`src/rtl/dmem_pkg.sv`:
```
// Shared definitions for the data-memory controller:
// funct3 access sizes, FSM states and an access-legality helper.
package dmem_pkg;

  localparam logic [2:0] F3_B  = 3'b000;
  localparam logic [2:0] F3_H  = 3'b001;
  localparam logic [2:0] F3_W  = 3'b010;
  localparam logic [2:0] F3_BU = 3'b100;
  localparam logic [2:0] F3_HU = 3'b101;

  typedef enum logic [1:0] {
    S_IDLE,
    S_REQ,
    S_RD_WAIT,
    S_DONE
  } dmem_state_t;

  // Misaligned or undefined-size access for the given direction.
  function automatic logic access_bad(
    input logic       we,
    input logic [2:0] f3,
    input logic [1:0] a
  );
    logic ill, mis;
    ill = we ? (f3 > F3_W)
             : (f3 == 3'b011) || (f3 == 3'b110) || (f3 == 3'b111);
    mis = ((f3 == F3_H) || (f3 == F3_HU)) ? a[0]
        : (f3 == F3_W) ? (a != 2'b00)
        : 1'b0;
    return ill | mis;
  endfunction

endpackage

```
`src/rtl/mem_lane_align.sv`:
```
// Byte-lane placement for stores and lane extraction plus
// sign/zero extension for loads; purely combinational.
module mem_lane_align
  import dmem_pkg::*;
(
  input  logic [2:0]  funct3,
  input  logic [1:0]  addr_lo,
  input  logic [31:0] wdata,
  input  logic [31:0] bus_rdata,
  output logic [3:0]  bus_be,
  output logic [31:0] bus_wdata,
  output logic [31:0] load_data
);

  logic [7:0]  byte_sel;
  logic [15:0] half_sel;
  logic        is_b;
  logic        is_h;

  assign byte_sel = bus_rdata[{addr_lo, 3'b000} +: 8];
  assign half_sel = addr_lo[1] ? bus_rdata[31:16]
                               : bus_rdata[15:0];
  assign is_b = (funct3 == F3_B) || (funct3 == F3_BU);
  assign is_h = (funct3 == F3_H) || (funct3 == F3_HU);

  // Anything that is not a byte or halfword moves a full word.
  always_comb begin
    bus_be    = 4'hF;
    bus_wdata = wdata;
    load_data = bus_rdata;
    unique case (1'b1)
      is_b: begin
        bus_be    = 4'b0001 << addr_lo;
        bus_wdata = {4{wdata[7:0]}};
        load_data = {{24{byte_sel[7] & ~funct3[2]}},
                     byte_sel};
      end
      is_h: begin
        bus_be    = 4'b0011 << {addr_lo[1], 1'b0};
        bus_wdata = {2{wdata[15:0]}};
        load_data = {{16{half_sel[15] & ~funct3[2]}},
                     half_sel};
      end
      default: ;
    endcase
  end

endmodule

```
`src/rtl/data_mem_ctrl.sv`:
```
// Multi-cycle load/store controller onto a req/gnt SRAM bus.
// DMEM_MISALIGN_TRAP_EN: fault on misaligned/illegal access.
module data_mem_ctrl
  import dmem_pkg::*;
#(
  parameter int unsigned ADDR_W = 32
) (
  input  logic              clk,
  input  logic              rst,
  input  logic              mem_read,
  input  logic              mem_write,
  input  logic [2:0]        funct3,
  input  logic [ADDR_W-1:0] addr,
  input  logic [31:0]       wdata,
  output logic              stall,
  output logic [31:0]       rdata,
  output logic              rdata_valid,
  output logic              fault,
  output logic              bus_req,
  output logic              bus_we,
  output logic [ADDR_W-1:0] bus_addr,
  output logic [3:0]        bus_be,
  output logic [31:0]       bus_wdata,
  input  logic              bus_gnt,
  input  logic              bus_rvalid,
  input  logic [31:0]       bus_rdata
);

  dmem_state_t       state;
  dmem_state_t       state_nxt;
  logic [ADDR_W-1:0] cap_addr;
  logic [2:0]        cap_f3;
  logic [31:0]       cap_wdata;
  logic              cap_we;
  logic              fault_pend;
  logic [31:0]       rdata_q;
  logic              req_in;
  logic              bad;
  logic [2:0]        eff_f3;
  logic [3:0]        al_be;
  logic [31:0]       al_wdata;
  logic [31:0]       al_load;

  assign req_in = mem_read | mem_write;

`ifdef DMEM_MISALIGN_TRAP_EN
  assign bad = access_bad(mem_write, funct3, addr[1:0]);
`else
  assign bad = 1'b0;
`endif

  // Store sizes BU/HU/011+ are not real stores: move a word.
  assign eff_f3 = (cap_we && cap_f3 > F3_W) ? F3_W : cap_f3;

  mem_lane_align u_align (
    .funct3    (eff_f3),
    .addr_lo   (cap_addr[1:0]),
    .wdata     (cap_wdata),
    .bus_rdata (bus_rdata),
    .bus_be    (al_be),
    .bus_wdata (al_wdata),
    .load_data (al_load)
  );

  always_ff @(posedge clk or posedge rst) begin
    if (rst) state <= S_IDLE;
    else     state <= state_nxt;
  end

  always_comb begin
    state_nxt = state;
    unique case (state)
      S_IDLE:
        if (req_in) state_nxt = bad ? S_DONE : S_REQ;
      S_REQ:
        if (bus_gnt) state_nxt = cap_we ? S_DONE : S_RD_WAIT;
      S_RD_WAIT:
        if (bus_rvalid) state_nxt = S_DONE;
      S_DONE:
        state_nxt = S_IDLE;
      default:
        state_nxt = S_IDLE;
    endcase
  end

  always_ff @(posedge clk or posedge rst) begin
    if (rst) begin
      cap_addr  <= '0;
      cap_f3    <= '0;
      cap_wdata <= '0;
      cap_we    <= 1'b0;
      rdata_q   <= '0;
    end else begin
      if (state == S_IDLE && req_in) begin
        cap_addr  <= addr;
        cap_f3    <= funct3;
        cap_wdata <= wdata;
        cap_we    <= mem_write;
        if (bad) rdata_q <= '0;
      end
      if (state == S_RD_WAIT && bus_rvalid)
        rdata_q <= al_load;
    end
  end

`ifdef DMEM_MISALIGN_TRAP_EN
  always_ff @(posedge clk or posedge rst) begin
    if (rst)
      fault_pend <= 1'b0;
    else if (state == S_IDLE && req_in)
      fault_pend <= bad;
  end
`else
  assign fault_pend = 1'b0;
`endif

  always_comb begin
    stall       = 1'b0;
    bus_req     = 1'b0;
    bus_we      = 1'b0;
    bus_addr    = '0;
    bus_be      = '0;
    bus_wdata   = '0;
    rdata_valid = 1'b0;
    fault       = 1'b0;
    unique case (state)
      S_IDLE:
        stall = req_in;
      S_REQ: begin
        stall     = 1'b1;
        bus_req   = 1'b1;
        bus_we    = cap_we;
        bus_addr  = {cap_addr[ADDR_W-1:2], 2'b00};
        bus_be    = al_be;
        bus_wdata = al_wdata;
      end
      S_RD_WAIT:
        stall = 1'b1;
      S_DONE: begin
        rdata_valid = ~cap_we & ~fault_pend;
`ifdef DMEM_MISALIGN_TRAP_EN
        fault = fault_pend;
`endif
      end
      default: ;
    endcase
  end

  assign rdata = rdata_q;

endmodule

```
`config.mk`:
```
export PLATFORM = sky130hd
export DESIGN_NAME = data_mem_ctrl
export DESIGN_NICKNAME = d
export VERILOG_FILES = /design/src/rtl/dmem_pkg.sv /design/src/rtl/mem_lane_align.sv /design/src/rtl/data_mem_ctrl.sv
export SDC_FILE = /design/constraint.sdc
export NUM_CORES = 1
export LEC_CHECK = 0
export CORE_MARGIN = 2
export CORE_UTILIZATION = 34
export CTS_BUF_LIST = sky130_fd_sc_hd__clkbuf_8 sky130_fd_sc_hd__clkbuf_16
export DETAILED_ROUTE_END_ITERATION = 10
export GPL_TIMING_DRIVEN = 0
export MAX_ROUTING_LAYER = met4
export PLACE_DENSITY_LB_ADDON = 0.15
export SLEW_MARGIN = 10
export SYNTH_ARGS = -nofsm -noshare
export SYNTH_HDL_FRONTEND = slang
export SYNTH_SLANG_ARGS = --single-unit
export TNS_END_PERCENT = 1
```
`constraint.sdc`:
```
create_clock -name clk -period 3.9 [get_ports clk]
set_clock_uncertainty 0.1 [all_clocks]
set_input_delay 0.975 -clock clk [delete_from_list [all_inputs] [get_ports clk]]
set_output_delay 0.975 -clock clk [all_outputs]
set_load 0.02 [all_outputs]
```
==> run_results.csv <==
group,metric,value,unit
placement,place.gp.congestion,0.861,
critical_path,cp.arrival,2.75,ns
finish,fillers,1473,
critical_path,cp.required,2.82,ns
flow_run,maxCapViolCount,0,
min_path,hold_path.class,"reg2reg",
clock_tree,clk_latency,0.36,ns
clock_tree,clk_pin_slew,0.08,ns
finish,multiInputGateArea,0.00264,mm2
timing,hold_viol_final,0,
detailed_routing,vias,4867,
placement,io_buffers,206,
timing,rsz0062_at_grt,"false",
min_path,hold_depth,2,
die,rows,46,
timing,slew_viol_final,0,
critical_path,path_class,"in2out",
critical_path,crit_path_top_delay_cell,"clkdlybuf4s50_1",
clock_tree,postCtsSetupBuffers,0,
timing,min_period_over_period,98.0,%
critical_path,cp_slowest_stage_delay,0.63,ns
clock_tree,cts.sinks,102,
timing,relSlewSlack,62.5,%
yosys,syn_avg_cell_area,10.6,um2
die,start_util,34.4,%
clock_tree,cts_hold_buf,0,
yosys,yosysSeqAreaShare,47.0,%
timing,worst_slack,0.0771,ns
global_routing,grt_overflow,0,
global_routing,antenna_found_initial,0,
die,die_width,130,um
finish,seq_area,0.00255,mm2
timing,period_needed,3.82,ns
pwr,leakagePower,0.00344,uW
timing,holdWs,0.392,ns
global_routing,grt_pass1_vias,4890,
critical_path,path_cells,"clkdlybuf4s50_1 > o21ai_4 > buf_6 > buf_4 > a21oi_1 > clkdlybuf4s50_1",
clock_tree,cts_max_path_buffers,2,
critical_path,path_max_fanout,10,
outcome,status,"completed",
timing,setup_viol,0,
clock_tree,cts_max_level,3,
yosys,syn_inst,513,
yosys,synth_cell_types,44,
yosys,synth_area_leaders,"dfrtp_1, mux2_2, nand2_1, and2_1, nand3_1",
placement,dp_slack,-0.274,ns
timing,max_freq,0.262,GHz
clock_tree,cts_tree,"done",
detailed_routing,route.detailed.drc,0,
finish,drive_gt1_share,17.1,%
yosys,syn-cell-area,0.00543,mm2
clock_tree,clock-root-buffer,"clkbuf_16",
detailed_routing,drt.antenna.violating_nets,0,
die,fp.dieH,130,um
critical_path,reg2reg_depth,7,
timing,tightest_slew,0.563,ns
global_routing,grt_use_total,21.5,%
yosys,synth-seq-cells,102,
yosys,synth_top_area_cell,"dfrtp_1",
yosys,yosysWarningCount,0,
finish,syn2layout_area_growth,50.0,%
critical_path,path_common_cell,"clkdlybuf4s50_1",
finish,num-nets-final,844,
global_routing,grt_max_degree,75,
die,boundaryPins,210,
clock_tree,cts-buffers-inserted,9,
detailed_routing,wl_per_cell,18.7,um
detailed_routing,viasPerCell,5.11,
detailed_routing,drt_iter0_markers,275,
die,core,0.0158,mm2
detailed_routing,drt-total-wl,17800,um
critical_path,startpoint_type,"input port",
pwr,powerDensity,873,mW/mm2
detailed_routing,firstDrtPassIters,7,
yosys,yosysTopAreaCellShare,47.0,%
placement,dp_hpwl,13300,um
die,die-area,0.0170,mm2
critical_path,end_kind,"primary output",
finish,antenna_cells,0,
global_routing,grt_pass1_wl,26900,um
pwr,vdd_drop_max,0.404,mV
-- path summary, 6_finish.rpt --
path                           start             to  slack [ns]
max in group asynchronous        rst  cap_wdata[14]        2.16
min reg2reg                 rdata[5]       rdata[5]        0.39
max reg2reg                 state[0]      rdata[19]        1.71
min                         rdata[5]       rdata[5]        0.39
max                        mem_write          stall        0.08
min in group asynchronous        rst      rdata[31]        0.86
-- layout by cell type, fill, tap and decap left out, drive strengths merged, types with 3 or more instances in the layout --
| master | Yosys | layout |
|---|---|---|
| nor2b | 4 | 4 |
| o221ai | 6 | 6 |
| o21ai | 13 | 13 |
| o32ai | 6 | 6 |
| clkdlybuf4s50 | 0 | 206 |
| clkbuf | 18 | 30 |
| a21oi | 9 | 9 |
| ha | 6 | 6 |
| mux2i | 9 | 9 |
| mux2 | 67 | 67 |
| and2 | 42 | 42 |
| dfrtp | 102 | 102 |
| nor2 | 13 | 13 |
| nand3 | 39 | 39 |
| a21boi | 18 | 18 |
| buf | 24 | 26 |
| nand2 | 87 | 87 |
| nor3 | 5 | 5 |
| o211a | 8 | 8 |
| inv | 7 | 7 |
| mux4 | 7 | 7 |
| conb | 1 | 3 |
| a41oi | 7 | 7 |
-- state kept, by name, summed over array words and instances (netlist names) --
| register | flops |
|---|---|
| cap_addr | 32 |
| cap_wdata | 32 |
| rdata | 32 |
| cap_f3 | 3 |
| state | 2 |
| cap_we | 1 |
-- power by group --
| group | total [uW] | internal (uW) | leakage, uW | switching [uW] |
|---|---|---|---|---|
| registers | 1940 | 1590 | 0.00122 | 349 |
| logic | 4190 | 2000 | 0.00207 | 2200 |
| clock network | 978 | 566 | 0.000158 | 411 |
| total | 7110 | 4150 | 0.00344 | 2960 |
-- layout make-up --
class	instances	area share (%)
multi-input cells	364	32.4
flip-flops and latches	102	31.3
repair buffers	207	25.7
clock buffers	13	3.44
well taps	216	3.32
plain buffers	42	2.93
clock inverters	2	0.476
inverters	7	0.384
-- synthesized netlist by cell type --
| cell | count |
|---|---|
| a21boi_0 | 18 |
| a21o_1 | 1 |
| a21oi_1 | 5 |
| a21oi_2 | 3 |
| a21oi_4 | 1 |
| a221oi_1 | 1 |
| a222oi_1 | 1 |
| a22oi_1 | 2 |
| a31oi_1 | 1 |
| a32oi_1 | 1 |
| a41oi_1 | 7 |
| and2_0 | 1 |
| and2_1 | 41 |
| and3_1 | 1 |
| buf_2 | 16 |
| buf_4 | 4 |
| buf_6 | 3 |
| buf_8 | 1 |
| clkbuf_1 | 18 |
| conb_1 | 1 |
| dfrtp_1 | 102 |
| ha_1 | 6 |
| inv_1 | 7 |
| mux2_2 | 67 |
| mux2i_1 | 9 |
| mux4_1 | 2 |
| mux4_2 | 5 |
| nand2_1 | 87 |
| nand2b_1 | 2 |
| nand3_1 | 38 |
| nand3_2 | 1 |
| nor2_1 | 12 |
| nor2_2 | 1 |
| nor2b_1 | 4 |
| nor3_1 | 5 |
| o211a_1 | 8 |
| o21ai_0 | 10 |
| o21ai_1 | 3 |
| o221ai_1 | 6 |
| o31ai_1 | 1 |
| o31ai_4 | 1 |
| o32ai_1 | 6 |
| or2b_1 | 1 |
| or3b_1 | 2 |
-- metrics by stage --
step                cells  instance area, um2  utilization [%]  total power (uW)  TNS (ns)
finish                953                8140             51.6              7110         0
global route          953                8140             51.6              7560         0
CTS                   953                8140             51.6              7150  -0.00361
detailed placement    938                7800             49.5              6140    -0.274
global placement      937                7770             49.3              6040   -152.67
floorplan             515                5440                -              4380         0
-- layer usage --
| layer | vias to the layer above | GRT usage [%] | share of wire, % |
|---|---|---|---|
| li1 | 2227 | - | - |
| met1 | 2392 | 26.2 | 42 |
| met2 | 219 | 34.3 | 47 |
| met3 | 29 | 6.68 | 9.1 |
| met4 | 0 | 7.01 | 2.2 |
| met5 | - | - | 0 |
-- cell families after synthesis --
| logic type | Yosys count | synth area share [%] |
|---|---|---|
| AND/OR/NAND/NOR | 196 | 17.2 |
| flip-flops | 102 | 47.0 |
| multiplexers | 83 | 18.6 |
| AO/OA/AOI/OAI | 76 | 11.0 |
| buffers and inverters | 49 | 4.66 |
| adder cells (fa/ha/maj) | 6 | 1.38 |
| other | 1 | 0.0691 |
-- repair_timing --
item	4_1_cts	5_1_grt
setup endpoints to repair	41	23
resized for setup	6	6
pin swaps	0	1
-- critical path, delay by kind of cell --
| kind | cells | cell delay, ns |
|---|---|---|
| compound gates | 2 | 0.26 |
| buf+inv | 4 | 1.51 |
No activity file was read; power rests on OpenSTA's default activity.
==> RTL change, RTL diff (config.mk and constraints unchanged) <==
Re-encode `dmem_state_t` (4 states) as Gray code, 2 bits wide.
--- a/src/rtl/dmem_pkg.sv
+++ b/src/rtl/dmem_pkg.sv
@@ -11,6 +11,6 @@
   typedef enum logic [1:0] {
-    S_IDLE,
-    S_REQ,
-    S_RD_WAIT,
-    S_DONE
+    S_IDLE    = 2'b00,
+    S_REQ     = 2'b01,
+    S_RD_WAIT = 2'b11,
+    S_DONE    = 2'b10
   } dmem_state_t;
Check against the original RTL: no difference found for any inputs over 10 cycles, from zero or initial values and one cycle with rst high; not proved beyond that.
==> RTL change against the unedited design <==
Count of clock-buffer cells in the layout shrank 3; largest cell class is now sequential cells; final area shrank 1.3%; wire length shrank 3.8%; synthesized area shrank 2.0%; power grew 0.83%; highest routed layer unchanged; setup slack gained 0.12 ns; critical endpoint is now bus_wdata[14]; clock power grew 7%; sequential cell count is the same.
==> RTL change: results (changes against the unedited design) <==
[clock_tree]
cts_setup_buffers = 0  ; unchanged
cts.clk_slew.worst_paths_ns = 0.07
cts_root_buf = clkbuf_16
cts_max_level = 3  ; unchanged
worstSkewPairLatency_ns = 0.35
clk_path_buf_depth = 2  ; unchanged

[grt]
grt_pass1_vias = 4869  ; -0.43%
antenna_found_initial = 1  ; +1
grt_max_degree = 61  ; -19%
grt_first_pass_wirelength_um = 26400  ; -2.0%
grt_use_total_pct = 21.52  ; about the same

[synth]
yosysSeqAreaShare_pct = 48.00  ; +0.97 points
ys_types = 42  ; -4.5%
yosys-top-cells-count = dfrtp_1 (102), nand2_1 (71), mux2_2 (54), and2_1 (40), a21oi_1 (34)
synthArstFlopShare_pct = 100.0  ; unchanged
synth_area_leaders = dfrtp_1 (48%), mux2_2 (11%), nand2_1 (5.0%)
yosysWarnings = 0  ; unchanged

[min_path]
hp-class = flop to flop
hold-path-cell-count = 1  ; -1

[timing]
slew_headroom_pct = 60.39  ; -2.1 points

[power_and_ir_drop]
leakage_nw = 3.349  ; -2.7%
peakVddDrop_mv = 0.4381  ; +8.4%

[layout]
fin_nets = 838  ; -0.71%
drive_gt1_share_pct = 15.72  ; -1.4 points
fill_cells = 1437  ; -2.4%

[setup_path]
critical_path_arrival_ns = 2.63  ; -0.12 ns
rr_worst_depth = 5  ; -2
path_max_fanout = 10  ; unchanged
cpPeakStageDelay_ns = 0.64
crit_slowest_cell = clkdlybuf4s50_1

[detailed_routing]
wl_um = 17160  ; -3.8%
vias_per_cell = 5.006  ; -2.0%
drtIter0Drc = 217  ; -21%
drt_pass1_iterations = 4  ; -3

[place]
io_buffers = 206  ; unchanged
dp_hpwl_um = 13140  ; -1.3%
dpl_worst_slack_ns = 0.4805  ; +0.7545 ns
gp_congestion = 0.8741  ; +1.5%

[status]
status = finished clean

RTL change: cell count changes after synthesis, moves of 8 or more:
| cell | change |
|---|---|
| nand3_1 | -8 |
| a21boi_0 | -17 |
| mux2_2 | -13 |
| a21oi_1 | +29 |
| nor2_1 | +16 |
| nand2_1 | -16 |
| o211a_1 | -8 |
| nand3_2 | +9 |
| a211oi_1 | +8 |
| mux2_1 | +19 |
RTL change: cells by family after synthesis:
group	Yosys count	synth area share [%]
other	1	0.07052
AO/OA/AOI/OAI	82	10.40
multiplexers	83	17.88
flip-flops	102	48.00
buffers and inverters	45	4.306
AND/OR/NAND/NOR	200	19.34
RTL change: repair_timing:
action	in CTS	in global routing
gates resized for setup	0	2
endpoints found under the setup margin	0	5
hold buffers	0	0
RTL change: layout make-up:
type	count	area share, %
Sequential cell	102	31.77
Multi-Input combinational cell	368	31.66
Timing Repair Buffer	207	26.00
Tap cell	211	3.286
Clock buffer	10	2.974
Buffer	43	2.772
Clock inverter	6	1.355
Inverter	2	0.1557
Antenna cell	1	0.03114
RTL change: power by group:
part | total (W) | internal (W) | switching, W
Sequential | 0.00195 | 0.00159 | 0.000362
Combinational | 0.00416 | 0.00196 | 0.00220
Clock | 0.00105 | 0.000644 | 0.000410
Total | 0.00717 | 0.00420 | 0.00297
RTL change: per-layer routing:
metal,up-vias,routed length [um],GRT usage (%)
met4,0,554,7.992
met1,2304,7330,27.08
met2,199,7882,32.99
met3,33,1395,6.358
met5,-,0,-
li1,2220,-,-
RTL change: stage by stage:
step / util (%) / TNS [ns] / area [sq um] / instances
floorplan: - / 0 / 5325 / 515
global placement: 50.14 / -154.99 / 7651 / 932
detailed placement: 50.36 / 0 / 7684 / 933
CTS: 52.64 / 0 / 8031 / 949
global route: 52.66 / 0 / 8035 / 950
finish: 52.66 / 0 / 8035 / 950
RTL change: final timing paths:
path                               from             to  slack [ns]
min reg2reg                cap_addr[30]   cap_addr[30]        0.38
max reg2reg                    state[0]   cap_wdata[9]        2.00
max in group asynchronous           rst   cap_addr[10]        2.14
min in group asynchronous           rst  cap_wdata[18]        0.92
min                        cap_addr[30]   cap_addr[30]        0.38
max                           cap_f3[2]  bus_wdata[14]        0.20
